==> src/rtl/instr_fetch_sequencer_pkg.sv <==
// Shared definitions for the instruction fetch sequencer: widths, local opcodes,
// the instruction word layout and the FSM state encoding.
package instr_fetch_sequencer_pkg;

   localparam int unsigned ADDR_W = 4;
   localparam int unsigned DATA_W = 8;
   localparam int unsigned OPC_W  = 4;
   localparam int unsigned WAIT_W = 2;

   localparam logic [OPC_W-1:0] OPC_JMP  = 4'hE;
   localparam logic [OPC_W-1:0] OPC_HALT = 4'hF;

   // RAM word layout: high nibble is the address operand, low nibble the opcode
   typedef struct packed {
      logic [OPC_W-1:0] endereco;
      logic [OPC_W-1:0] opcode;
   } instr_t;

   typedef enum logic [2:0] {
      ST_IDLE   = 3'd0,
      ST_FETCH  = 3'd1,
      ST_WAIT   = 3'd2,
      ST_DECODE = 3'd3,
      ST_ISSUE  = 3'd4,
      ST_PAUSE  = 3'd5,
      ST_HALTED = 3'd6
   } state_t;

   // busy covers every state that belongs to a running program
   function automatic logic state_is_busy(input state_t s);
      return (s == ST_FETCH) || (s == ST_WAIT) || (s == ST_DECODE) ||
             (s == ST_ISSUE) || (s == ST_PAUSE);
   endfunction

endpackage

==> src/rtl/instr_fetch_sequencer_if.sv <==
// Bus bundle between the fetch sequencer, the program RAM read port and the ULA.
//  mem_rd_en/mem_addr/mem_rdata : RAM read port (sequencer is master)
//  ins_valid/ins_ready          : instruction handshake towards the ULA
//  opcode/endereco              : instruction payload towards the ULA
interface instr_fetch_sequencer_if;
   import instr_fetch_sequencer_pkg::*;

   logic              mem_rd_en;
   logic [ADDR_W-1:0] mem_addr;
   logic [DATA_W-1:0] mem_rdata;
   logic              ins_valid;
   logic              ins_ready;
   logic [OPC_W-1:0]  opcode;
   logic [OPC_W-1:0]  endereco;

   modport master (
      output mem_rd_en, mem_addr, ins_valid, opcode, endereco,
      input  mem_rdata, ins_ready
   );

   modport slave (
      input  mem_rd_en, mem_addr, ins_valid, opcode, endereco,
      output mem_rdata, ins_ready
   );

endinterface

==> src/rtl/instr_fetch_sequencer_rise_edge_detect.sv <==
// Rising-edge detector: turns a level input into a one-cycle pulse.
//  i_clock   : rising-edge clock
//  i_reset   : synchronous active-high reset
//  i_d       : level input
//  o_pulse_c : high for the cycle in which i_d is 1 and was 0 on the previous edge
module instr_fetch_sequencer_rise_edge_detect (
   input  logic i_clock,
   input  logic i_reset,
   input  logic i_d,
   output logic o_pulse_c
);

   logic r_prev;

   always_ff @(posedge i_clock) begin
      if (i_reset) r_prev <= 1'b0;
      else         r_prev <= i_d;
   end

   assign o_pulse_c = i_d & ~r_prev;

endmodule

==> src/rtl/instr_fetch_sequencer.sv <==
// Sequential instruction fetcher for the 16x8 program RAM. Fetches a word, waits
// MEM_LAT cycles, decodes HALT/JMP locally and hands every other instruction to
// the ULA over valid/ready. Supports free-run and single-step operation.
//  i_clock     : rising-edge clock
//  i_reset     : synchronous active-high reset
//  i_start     : level, accepted in IDLE/HALTED, restarts at pc 0
//  i_step_mode : pause after each issued instruction
//  i_step      : level, rising edge releases PAUSE
//  fetch_bus   : RAM read port + ULA handshake (master side)
//  o_pc        : program counter
//  o_busy      : program running (FETCH..PAUSE)
//  o_halted    : HALT executed
module instr_fetch_sequencer
   import instr_fetch_sequencer_pkg::*;
#(
   parameter int unsigned      MEM_LAT = 1,
   parameter logic [OPC_W-1:0] OP_JMP  = OPC_JMP,
   parameter logic [OPC_W-1:0] OP_HALT = OPC_HALT
) (
   input  logic                      i_clock,
   input  logic                      i_reset,
   input  logic                      i_start,
   input  logic                      i_step_mode,
   input  logic                      i_step,
   instr_fetch_sequencer_if.master   fetch_bus,
   output logic [ADDR_W-1:0]         o_pc,
   output logic                      o_busy,
   output logic                      o_halted
);

   state_t            r_state;
   state_t            w_next_state;
   logic [ADDR_W-1:0] r_pc;
   logic [ADDR_W-1:0] w_next_pc;
   instr_t            r_instr;
   instr_t            w_next_instr;
   logic [WAIT_W-1:0] r_wait_cnt;
   logic [WAIT_W-1:0] w_next_wait_cnt;
   logic              r_mem_rd_en;
   logic              r_ins_valid;
   logic              r_busy;
   logic              r_halted;
   logic              w_step_pulse;

   instr_fetch_sequencer_rise_edge_detect u_step_edge (
      .i_clock   (i_clock),
      .i_reset   (i_reset),
      .i_d       (i_step),
      .o_pulse_c (w_step_pulse)
   );

   // state register
   always_ff @(posedge i_clock) begin
      if (i_reset) r_state <= ST_IDLE;
      else         r_state <= w_next_state;
   end

   // next-state, pc, instruction register and wait counter
   always_comb begin
      w_next_state    = r_state;
      w_next_pc       = r_pc;
      w_next_instr    = r_instr;
      w_next_wait_cnt = r_wait_cnt;
      case (r_state)
         ST_IDLE, ST_HALTED: begin
            if (i_start) begin
               w_next_state = ST_FETCH;
               w_next_pc    = '0;
            end
         end
         ST_FETCH: begin
            w_next_state    = ST_WAIT;
            w_next_wait_cnt = '0;
         end
         ST_WAIT: begin
            // read data is valid in the last wait cycle
            if (r_wait_cnt == WAIT_W'(MEM_LAT - 1)) begin
               w_next_instr = instr_t'(fetch_bus.mem_rdata);
               w_next_state = ST_DECODE;
            end else begin
               w_next_wait_cnt = r_wait_cnt + WAIT_W'(1);
            end
         end
         ST_DECODE: begin
            if (r_instr.opcode == OP_HALT) begin
               w_next_state = ST_HALTED;
            end else if (r_instr.opcode == OP_JMP) begin
               w_next_pc    = ADDR_W'(r_instr.endereco);
               w_next_state = ST_FETCH;
            end else begin
               w_next_state = ST_ISSUE;
            end
         end
         ST_ISSUE: begin
            if (fetch_bus.ins_ready) begin
               w_next_pc    = r_pc + ADDR_W'(1);
               w_next_state = i_step_mode ? ST_PAUSE : ST_FETCH;
            end
         end
         ST_PAUSE: begin
            if (w_step_pulse) w_next_state = ST_FETCH;
         end
         default: begin
            w_next_state = ST_IDLE;
         end
      endcase
   end

   // datapath and registered status outputs, decoded from the upcoming state
   always_ff @(posedge i_clock) begin
      if (i_reset) begin
         r_pc        <= '0;
         r_instr     <= '0;
         r_wait_cnt  <= '0;
         r_mem_rd_en <= 1'b0;
         r_ins_valid <= 1'b0;
         r_busy      <= 1'b0;
         r_halted    <= 1'b0;
      end else begin
         r_pc        <= w_next_pc;
         r_instr     <= w_next_instr;
         r_wait_cnt  <= w_next_wait_cnt;
         r_mem_rd_en <= (w_next_state == ST_FETCH);
         r_ins_valid <= (w_next_state == ST_ISSUE);
         r_busy      <= state_is_busy(w_next_state);
         r_halted    <= (w_next_state == ST_HALTED);
      end
   end

   assign fetch_bus.mem_rd_en = r_mem_rd_en;
   assign fetch_bus.mem_addr  = r_pc;
   assign fetch_bus.ins_valid = r_ins_valid;
   assign fetch_bus.opcode    = r_instr.opcode;
   assign fetch_bus.endereco  = r_instr.endereco;
   assign o_pc                = r_pc;
   assign o_busy              = r_busy;
   assign o_halted            = r_halted;

endmodule

==> src/flat_wrapper.sv <==
// flat-port wrapper written by rule: the top's interface ports become plain ports
module instr_fetch_sequencer_flat import instr_fetch_sequencer_pkg::*;
#(
   parameter int unsigned      MEM_LAT = 1,
   parameter logic [OPC_W-1:0] OP_JMP  = OPC_JMP,
   parameter logic [OPC_W-1:0] OP_HALT = OPC_HALT
)
  (i_clock, i_reset, i_start, i_step_mode, i_step, o_pc, o_busy, o_halted, fetch_bus_mem_rd_en, fetch_bus_mem_addr, fetch_bus_ins_valid, fetch_bus_opcode, fetch_bus_endereco, fetch_bus_mem_rdata, fetch_bus_ins_ready);
  instr_fetch_sequencer_if fetch_bus_i ();
  input  logic i_clock;
  input  logic i_reset;
  input  logic i_start;
  input  logic i_step_mode;
  input  logic i_step;
  output logic [ADDR_W-1:0] o_pc;
  output logic o_busy;
  output logic o_halted;
  output wire logic [$bits(fetch_bus_i.mem_rd_en)-1:0] fetch_bus_mem_rd_en;
  output wire logic [$bits(fetch_bus_i.mem_addr)-1:0] fetch_bus_mem_addr;
  output wire logic [$bits(fetch_bus_i.ins_valid)-1:0] fetch_bus_ins_valid;
  output wire logic [$bits(fetch_bus_i.opcode)-1:0] fetch_bus_opcode;
  output wire logic [$bits(fetch_bus_i.endereco)-1:0] fetch_bus_endereco;
  input wire logic [$bits(fetch_bus_i.mem_rdata)-1:0] fetch_bus_mem_rdata;
  input wire logic [$bits(fetch_bus_i.ins_ready)-1:0] fetch_bus_ins_ready;
  assign fetch_bus_mem_rd_en = fetch_bus_i.mem_rd_en;
  assign fetch_bus_mem_addr = fetch_bus_i.mem_addr;
  assign fetch_bus_ins_valid = fetch_bus_i.ins_valid;
  assign fetch_bus_opcode = fetch_bus_i.opcode;
  assign fetch_bus_endereco = fetch_bus_i.endereco;
  assign fetch_bus_i.mem_rdata = fetch_bus_mem_rdata;
  assign fetch_bus_i.ins_ready = fetch_bus_ins_ready;
  instr_fetch_sequencer #(.MEM_LAT(MEM_LAT), .OP_JMP(OP_JMP), .OP_HALT(OP_HALT)) u_core (.i_clock(i_clock), .i_reset(i_reset), .i_start(i_start), .i_step_mode(i_step_mode), .i_step(i_step), .fetch_bus(fetch_bus_i), .o_pc(o_pc), .o_busy(o_busy), .o_halted(o_halted));
endmodule
==> config.mk <==
export PLATFORM = sky130hd
export DESIGN_NAME = instr_fetch_sequencer_flat
export DESIGN_NICKNAME = d
export VERILOG_FILES = /design/src/rtl/instr_fetch_sequencer_pkg.sv /design/src/rtl/instr_fetch_sequencer_if.sv /design/src/rtl/instr_fetch_sequencer_rise_edge_detect.sv /design/src/rtl/instr_fetch_sequencer.sv /design/src/flat_wrapper.sv
export SDC_FILE = /design/constraint.sdc
export NUM_CORES = 1
export LEC_CHECK = 0
export BUFFER_PORTS_ARGS = -buffer_cell sky130_fd_sc_hd__buf_2
export CORE_MARGIN = 8
export CORE_UTILIZATION = 52
export DETAILED_ROUTE_END_ITERATION = 8
export PLACE_DENSITY = 0.89
export SLEW_MARGIN = 5
export SYNTH_ARGS = -nofsm -noshare
export SYNTH_HDL_FRONTEND = slang
export SYNTH_SLANG_ARGS = --single-unit
==> constraint.sdc <==
create_clock -name i_clock -period 4.1 [get_ports i_clock]
set_input_delay 1.23 -clock i_clock [delete_from_list [all_inputs] [get_ports i_clock]]
set_output_delay 1.23 -clock i_clock [all_outputs]
set_load 0.01 [all_outputs]
=== Yosys cells after proc, flatten, opt, wreduce, memory -nomap -nowiden ===
Cells that the tools add are included.

* Register bits: 22
* Output and inout bits: 20
* Bits of input ports: 14
* Word-level logic and storage cells: 60

* Bitwise operators: 2
* Add/sub/neg operators: 2
* Reduce and logical (&&, ||, !) cells: 12
* Equal/unequal tests: 19
* Muxes and demuxes: 15

{| class="wikitable"
|+ Operators by type and width
! kind !! count
|-
| two-way mux 3 bit || 7
|-
| equality test 3 bit (second input constant) || 6
|-
| one-hot mux 3 bit (6 select lines) || 1
|-
| two-way mux 4 bit || 4
|-
| equality test 3 x 2 -> 1 bit (second input constant) || 4
|-
| one-hot mux 4 bit (3 select lines) || 1
|-
| equality test 4 bit (second input constant) || 2
|-
| inequality test 2 bit (second input constant) || 4
|-
| equality test 3 x 1 -> 1 bit (second input constant) || 2
|-
| AND reduction 5 bit || 1
|-
| adder 4 x 1 -> 4 bit (second input constant) || 1
|-
| logical OR 1 bit || 4
|-
| one-hot mux 2 bit (2 select lines) || 1
|-
| AND reduction 2 bit || 2
|-
| zero test 3 bit || 1
|-
| nonzero test 3 bit || 1
|-
| adder 2 x 1 -> 2 bit (second input constant) || 1
|-
| zero test 2 bit || 1
|-
| two-way mux 2 bit || 1
|-
| inequality test 2 x 1 -> 1 bit (second input constant) || 1
|-
| nonzero test 2 bit || 1
|-
| OR reduction 2 bit || 1
|-
| AND 1 bit || 1
|-
| NOT 1 bit || 1
|}

=== Longest topological paths before layout ===
Gate-level depths: netlist of run 1.

* Depth after elaboration: 9
* Depth in mapped cells: 6
* Gate-level depth less buffers: 6

=== Modules after synthesis ===
From an unflattened synthesis of run 1, not the netlist that was laid out.

* Cell total of the unflattened synthesis: 120
* Area, all modules: 1178.6 um^2

{| class="wikitable"
|+ By module, submodules not included
! module !! cells each !! times used !! area each (um^2) !! sequential area each (um^2)
|-
| instr_fetch_sequencer || 117 || 1 || 1131.1 || 420.4
|-
| instr_fetch_sequencer_rise_edge_detect || 3 || 1 || 47.5 || 20.0
|}

=== Worst setup path after synthesis of run 1 ===
OpenSTA, ideal clock, no wires.

* Path kind: input to register
* Start: input i_start
* End: register u_core.r_pc[2] (netlist: u_core.fetch_bus.mem_addr[2])
* Data required time: 3.983 ns
* Arrival time: 2.119 ns
* Path buffers: 0
* Slack: 1.864 ns
* Stages on the path: 4
* Setup time: 0.117 ns
* Path through: or4b_4 o31ai_4 o22ai_1 a32o_1

* Word-level cells in the longest chain between the ends: 2

{| class="wikitable"
|+ RTL lines
! element !! RTL line !! text
|-
| start, declared || flat_wrapper.sv:12 || <nowiki>input logic i_start;</nowiki>
|-
| inequality test 2 bit (no source line) || n/a ||
|-
| AND reduction 5 bit (no source line) || n/a ||
|-
| end signal, assigned || instr_fetch_sequencer.sv:120 || <nowiki>r_pc <= w_next_pc;</nowiki>
|-
| end, declared || instr_fetch_sequencer.sv:33 || <nowiki>logic [ADDR_W-1:0] r_pc;</nowiki>
|}

No other way between the ends.
A chain may end at the register's enable or synchronous reset.

=== Worst setup path after layout of run 1 ===
* Start: register u_core.r_pc[0] (netlist: u_core.fetch_bus.mem_addr[0])
* End: output o_pc[0]

{| class="wikitable"
|+ RTL lines
! element !! RTL line !! text
|-
| end, declared || flat_wrapper.sv:15 || <nowiki>output logic [ADDR_W-1:0] o_pc;</nowiki>
|}

No word-level cell between the ends.

==> flow_summary.toml, run 1 <==
[floorplan]
io_pins = 34
coreArea_sq_um = 2130
die_area_sq_um = 3900
initial_core_utilization_pct = 52.8
die_x_um = 62.5
die_y_um = 62.5
fp-row-count = 17

[setup_path]
path_cells = "buf_2"
crit_path_max_fanout = 6
critPathArrivalTime_ns = 0.92
critPathBufInv = 1
critical_path.endpoint_type = "output pin"
timing.setup.critical_path_class = "flip-flop to output pin"
crit_path_max_incr_delay_ns = 0.44
startpoint_type = "flip-flop"
critical-path-top-delay-family = "flip-flops"
timing.critical_path.required_ns = 2.87
critPathSlowestCell = "sky130_fd_sc_hd__dfxtp_1"

[sta]
hold_viol = 0
timing.final.setup_violations = 0
post-route-min-period_ns = 2.15
max_slew_margin_pct = 66.4
fmax_mhz = 464
final.setup.tns_ns = 0
min_period_over_period_pct = 52.5
skew_ns = 0.00473
worst_pin_slew_ns = 0.503
setup_repair_after_global_routing_missed_its_margin = "false"
final_slew_viol_count = 0

[detailed_routing]
route.final.wire_length_mm = 2.57
met3WireLength_um = 173
dr.max_layer_used = "met4"
postRouteAntennaNets = 0
post_drt_wl_per_cell_um = 14.7
drcViolationCount = 0
detail_route.iter0.violations = 32
wirelength_met1_mm = 1.04
via_per_instance_ratio = 5.61
drt_pre_antenna_iters = 4
route.met2.wl_mm = 1.30
vias = 982

[grt]
grt.overflow.total = 0
grt_antenna_before_repair = 0
grt_start_max_net_pins = 22
grt_usage_pct = 13.2
first_global_vias = 979
grt_pass1_wl_mm = 4.36

[layout]
layout-area-overhead-vs-synth_pct = 16.3
final_common_cell = "sky130_fd_sc_hd__buf_2"
post-route-cell-area_sq_um = 1310
mostFrequentLayoutCells = "33 x sky130_fd_sc_hd__buf_2, 22 x sky130_fd_sc_hd__dfxtp_1, 17 x sky130_fd_sc_hd__nor2_1, 10 x sky130_fd_sc_hd__mux2i_1"
fillCellCount = 189
antenna-diode-count = 0
final_layout_size_suffix_gt1_share_pct = 28.6
num-nets-final = 164

[cts]
post_cts.repair.setup_buffers = 0
root_buffer = "sky130_fd_sc_hd__clkbuf_4"
clkLatencyLatePin_ns = 0.31
clk_pin_slew_worst_paths_ns = 0.12
number_of_instances_resized_during_post_cts_repair = 0
tritoncts = "built"
cts.htree.levels = 1
ctsHoldBuffers = 0
cts_made_buffers = 3
max-clock-path-buffers = 2
cts.sink_count = 22

[power]
power.leakage_uw = 0.000568
cellPowerDensity_nw_per_um2 = 411
finalPower_uw = 536
vdd.ir_drop.worst_uv = 285

[run]
timing.max_cap.violations = 0

[logic_synthesis]
yosysWarnings = 0
synth-seq-area-share_pct = 39.2
synth.ff_latch_count = 22
syn-instance-count = 120
post_syn_area_per_cell_sq_um = 9.35
dominantRegCellSynth = "sky130_fd_sc_hd__dfxtp_1"
number_of_enable_type_register_cells_in_the_synthesized_netlist = 0
netlist-cell-type-count = 41
syn_area_sq_um = 1120
share_of_async_settable_or_async_resettable_flops_after_synthesis_pct = 0
number_of_nets_in_the_synthesized_netlist = 136

[placement]
io_buffer_count = 33
place.gp.congestion = 0.788
dp_hpwl_mm = 1.90
detailed_place.area_sq_um = 1250

[worst_hold_path]
hold_wc_path_type = "flip-flop to flip-flop"

[outcome]
status = "finished clean"
## tightest hold or removal path: cells and delay by family, from the launching register on
kind,cells,cell delay (ns)
multiplexers,1,0.07
AND/OR/NAND/NOR,1,0.07
flip-flops,1,0.36
## final cells by class
type                    instances  area [sq um]  area share, %
inverters                       5          18.8           1.44
multi-input cells              83           593           45.4
clock inverters                 1          30.0           2.30
repair buffers                 33           165           12.7
clock buffers                   3          22.5           1.73
flip-flops and latches         22           440           33.7
well taps                      28          35.0           2.68
## metal layers
layer | track usage, % | vias to the layer above
met5 | 0 | -
met4 | 5.98 | 0
met3 | 5.20 | 10
met2 | 22.5 | 32
met1 | 13.9 | 453
li1 | - | 487
## worst paths after layout
| kind | startpoint | to | slack (ns) | depth (start not counted) |
|---|---|---|---|---|
| worst max register to register | u_core.r_state[1] | u_core.fetch_bus.mem_addr[2] | 2.41 | 4 |
| worst max-delay path | u_core.fetch_bus.mem_addr[0] | o_pc[0] | 1.95 | 1 |
| worst min register to register | u_core.fetch_bus.endereco[2] | u_core.fetch_bus.endereco[2] | 0.53 | 2 |
| worst min-delay path | u_core.fetch_bus.endereco[2] | u_core.fetch_bus.endereco[2] | 0.53 | 2 |
## power breakdown
group	internal (uW)	total (uW)	switching, uW
Clock	98.9	166	67.0
Sequential	232	256	24.0
Combinational	54.7	114	59.8
## state kept, by name (all words and copies together) (netlist names)
name	cells
u_core.r_wait_cnt	2
u_core.fetch_bus.ins_valid	1
u_core.fetch_bus.mem_addr	4
u_core.fetch_bus.mem_rd_en	1
u_core.fetch_bus.endereco	4
u_core.fetch_bus.opcode	4
u_core.r_state	3
u_core.u_step_edge.r_prev	1
u_core.o_busy	1
u_core.o_halted	1
## Yosys cell counts, types with 3 or more instances
master,count,share of area (%)
sky130_fd_sc_hd__dfxtp_1,22,39
sky130_fd_sc_hd__nor3_1,4,1.8
sky130_fd_sc_hd__nor2b_1,5,2.8
sky130_fd_sc_hd__a211oi_1,3,2.0
sky130_fd_sc_hd__a22oi_1,5,3.3
sky130_fd_sc_hd__inv_1,5,1.7
sky130_fd_sc_hd__nor2_1,17,5.7
sky130_fd_sc_hd__buf_4,4,2.7
sky130_fd_sc_hd__mux2i_1,10,8.9
## metrics by stage
step	utilization [%]	instances	hold WS, ns	setup slack (ns)
6_report	61.4	175	0.533	1.95
5_1_grt	61.4	175	0.564	1.87
3_3_place_gp	58.9	171	0.483	1.72
4_1_cts	61.4	175	0.536	1.94
3_5_place_dp	58.9	171	0.508	1.69
2_1_floorplan	-	120	0.465	1.86
## kinds of logic after synthesis
kind of cell / synth area share (%)
simple gates: 21.9
compound gates: 18.1
flops: 39.2
buf+inv: 7.92
mux: 9.92
fa+ha+maj: 2.23
xor+xnor: 0.781
Note: power is estimated with default switching activity, not from simulation.
==> run 2, diff against run 1 <==
--- a/config.mk
+++ b/config.mk
@@ -7,9 +7,9 @@
 export LEC_CHECK = 0
 export BUFFER_PORTS_ARGS = -buffer_cell sky130_fd_sc_hd__buf_2
 export CORE_MARGIN = 8
-export CORE_UTILIZATION = 52
+export CORE_UTILIZATION = 45
 export DETAILED_ROUTE_END_ITERATION = 8
-export PLACE_DENSITY = 0.89
+export PLACE_DENSITY = 0.82
 export SLEW_MARGIN = 5
 export SYNTH_ARGS = -nofsm -noshare
 export SYNTH_HDL_FRONTEND = slang
==> constraint.sdc (replaced) <==
create_clock -name i_clock -period 1.81 [get_ports i_clock]
set_input_delay 0.543 -clock i_clock [delete_from_list [all_inputs] [get_ports i_clock]]
set_output_delay 0.543 -clock i_clock [all_outputs]
set_load 0.01 [all_outputs]
==> run 2 against run 1 <==
Effect of this change: die area increased by 11%; core utilization decreased by 6.4 points; hold slack got worse by 0.084 ns; largest cell class unchanged; final area increased by 1.4%; clock skew increased by 0.0011 ns; flip-flop and latch count unchanged; via count increased by 0.51%; total power increased by 130%.
==> flow_summary.toml, run 2 (same netlist as run 1, synthesis figures left out) <==
[cts]
clk_pin_slew_worst_paths_ns = 0.12
max-clock-path-buffers = 2
cts.sink_count = 22
post_cts.repair.setup_buffers = 0
root_buffer = "sky130_fd_sc_hd__clkbuf_4"
number_of_instances_resized_during_post_cts_repair = 0
cts.htree.levels = 1
clkLatencyLatePin_ns = 0.31
tritoncts = "built"
cts_made_buffers = 3
ctsHoldBuffers = 0

[setup_path]
timing.setup.critical_path_class = "flip-flop to flip-flop"
critPathArrivalTime_ns = 1.91
startpoint_type = "flip-flop"
timing.critical_path.required_ns = 2.03
crit_path_max_incr_delay_ns = 0.64
critPathSlowestCell = "sky130_fd_sc_hd__dfxtp_1"
critical_path.endpoint_type = "flip-flop"
critical-path-top-delay-family = "flip-flops"
path_cells = "mux2i_1 > nor2b_1 > or2_1 > a32o_1"
crit_path_max_fanout = 16
critPathBufInv = 0

[sta]
timing.final.setup_violations = 0
post-route-min-period_ns = 1.69
max_slew_margin_pct = 67.7
skew_ns = 0.00580
final.setup.tns_ns = 0
final_slew_viol_count = 0
hold_viol = 0
final.setup.worst_slack_ns = 0.119
min_period_over_period_pct = 93.4
fmax_mhz = 592
setup_repair_after_global_routing_missed_its_margin = "false"
worst_pin_slew_ns = 0.484

[floorplan]
die_x_um = 65.9
die_y_um = 65.9
initial_core_utilization_pct = 46.6
fp-row-count = 18
coreArea_sq_um = 2410
io_pins = 34
die_area_sq_um = 4350

[grt]
grt_antenna_before_repair = 0
grt.overflow.total = 0
grt_usage_pct = 12.6
first_global_vias = 1043
grt_start_max_net_pins = 22
grt_pass1_wl_mm = 4.49

[layout]
area_of_combinational_cells_with_multiple_inputs_sq_um = 593
layout-area-overhead-vs-synth_pct = 17.9
antenna-diode-count = 0
final-seq-area_sq_um = 442
final_common_cell = "sky130_fd_sc_hd__buf_2"
mostFrequentLayoutCells = "33 x sky130_fd_sc_hd__buf_2, 21 x sky130_fd_sc_hd__dfxtp_1, 17 x sky130_fd_sc_hd__nor2_1, 10 x sky130_fd_sc_hd__mux2i_1"
fillCellCount = 227
layoutNonFillerInstCount = 179
num-nets-final = 166
post-route-cell-area_sq_um = 1320
final_layout_size_suffix_gt1_share_pct = 30.2

[placement]
io_buffer_count = 33
place.gp.congestion = 0.949
dp_hpwl_mm = 2.00
detailed_place.area_sq_um = 1270
place_worst_setup_slack_ns = 0.0737
placed_cells = 175

[detailed_routing]
post_drt_wl_per_cell_um = 14.4
via_per_instance_ratio = 5.51
route.final.wire_length_mm = 2.58
detail_route.iter0.violations = 16
drcViolationCount = 0
postRouteAntennaNets = 0
drt_pre_antenna_iters = 4
vias = 987

[power]
finalPower_uw = 1220
vdd.ir_drop.worst_uv = 695
cellPowerDensity_nw_per_um2 = 923
power.leakage_uw = 0.000579

[run]
timing.max_cap.violations = 0

[outcome]
status = "finished clean"

[worst_hold_path]
hold_wc_path_type = "input pin to flip-flop"
run 2: changes by cell type in the layout (fill, tap and decap cells not counted), sizes merged:
| cell | previous run | this run |
|---|---|---|
| buf | 33 | 35 |
run 2: final timing paths:
| path | cells after the start | start | slack, ns | end |
|---|---|---|---|---|
| worst max-delay path | 4 | u_core.r_state[1] | 0.12 | u_core.fetch_bus.mem_addr[2] |
| worst min-delay path | 2 | i_step | 0.45 | u_core.u_step_edge.r_prev |
| worst max register to register | 4 | u_core.r_state[1] | 0.12 | u_core.fetch_bus.mem_addr[2] |
| worst min register to register | 2 | u_core.r_wait_cnt[0] | 0.53 | u_core.r_wait_cnt[0] |
run 2: area by class of cell:
cell class                      count  area share [%]
Clock inverter                      1            2.27
Tap cell                           30            2.84
Clock buffer                        3            1.70
Timing Repair Buffer               35            13.6
Sequential cell                    22            33.4
Multi-Input combinational cell     83            44.8
Inverter                            5            1.42
run 2: stage by stage:
step	hold WS (ns)	utilization, %
6_report	0.449	54.9
5_1_grt	0.443	54.9
4_1_cts	0.442	54.9
3_5_place_dp	0.485	52.7
3_3_place_gp	0.485	52.7
2_1_floorplan	0.465	-
run 2: layer usage:
metal / GRT usage (%) / up-vias / wire, um
met3: 3.05 / 4 / 187
met1: 13.8 / 456 / 1130
met4: 6.93 / 0 / 42
met2: 21.7 / 34 / 1230
li1: - / 493 / -
met5: 0 / - / 0
run 2: power breakdown:
group | switching, uW | leakage [uW] | internal [uW]
sequential | 55.3 | 0.000180 | 526
combinational | 137 | 0.000371 | 129
clock | 151 | 0.0000279 | 224
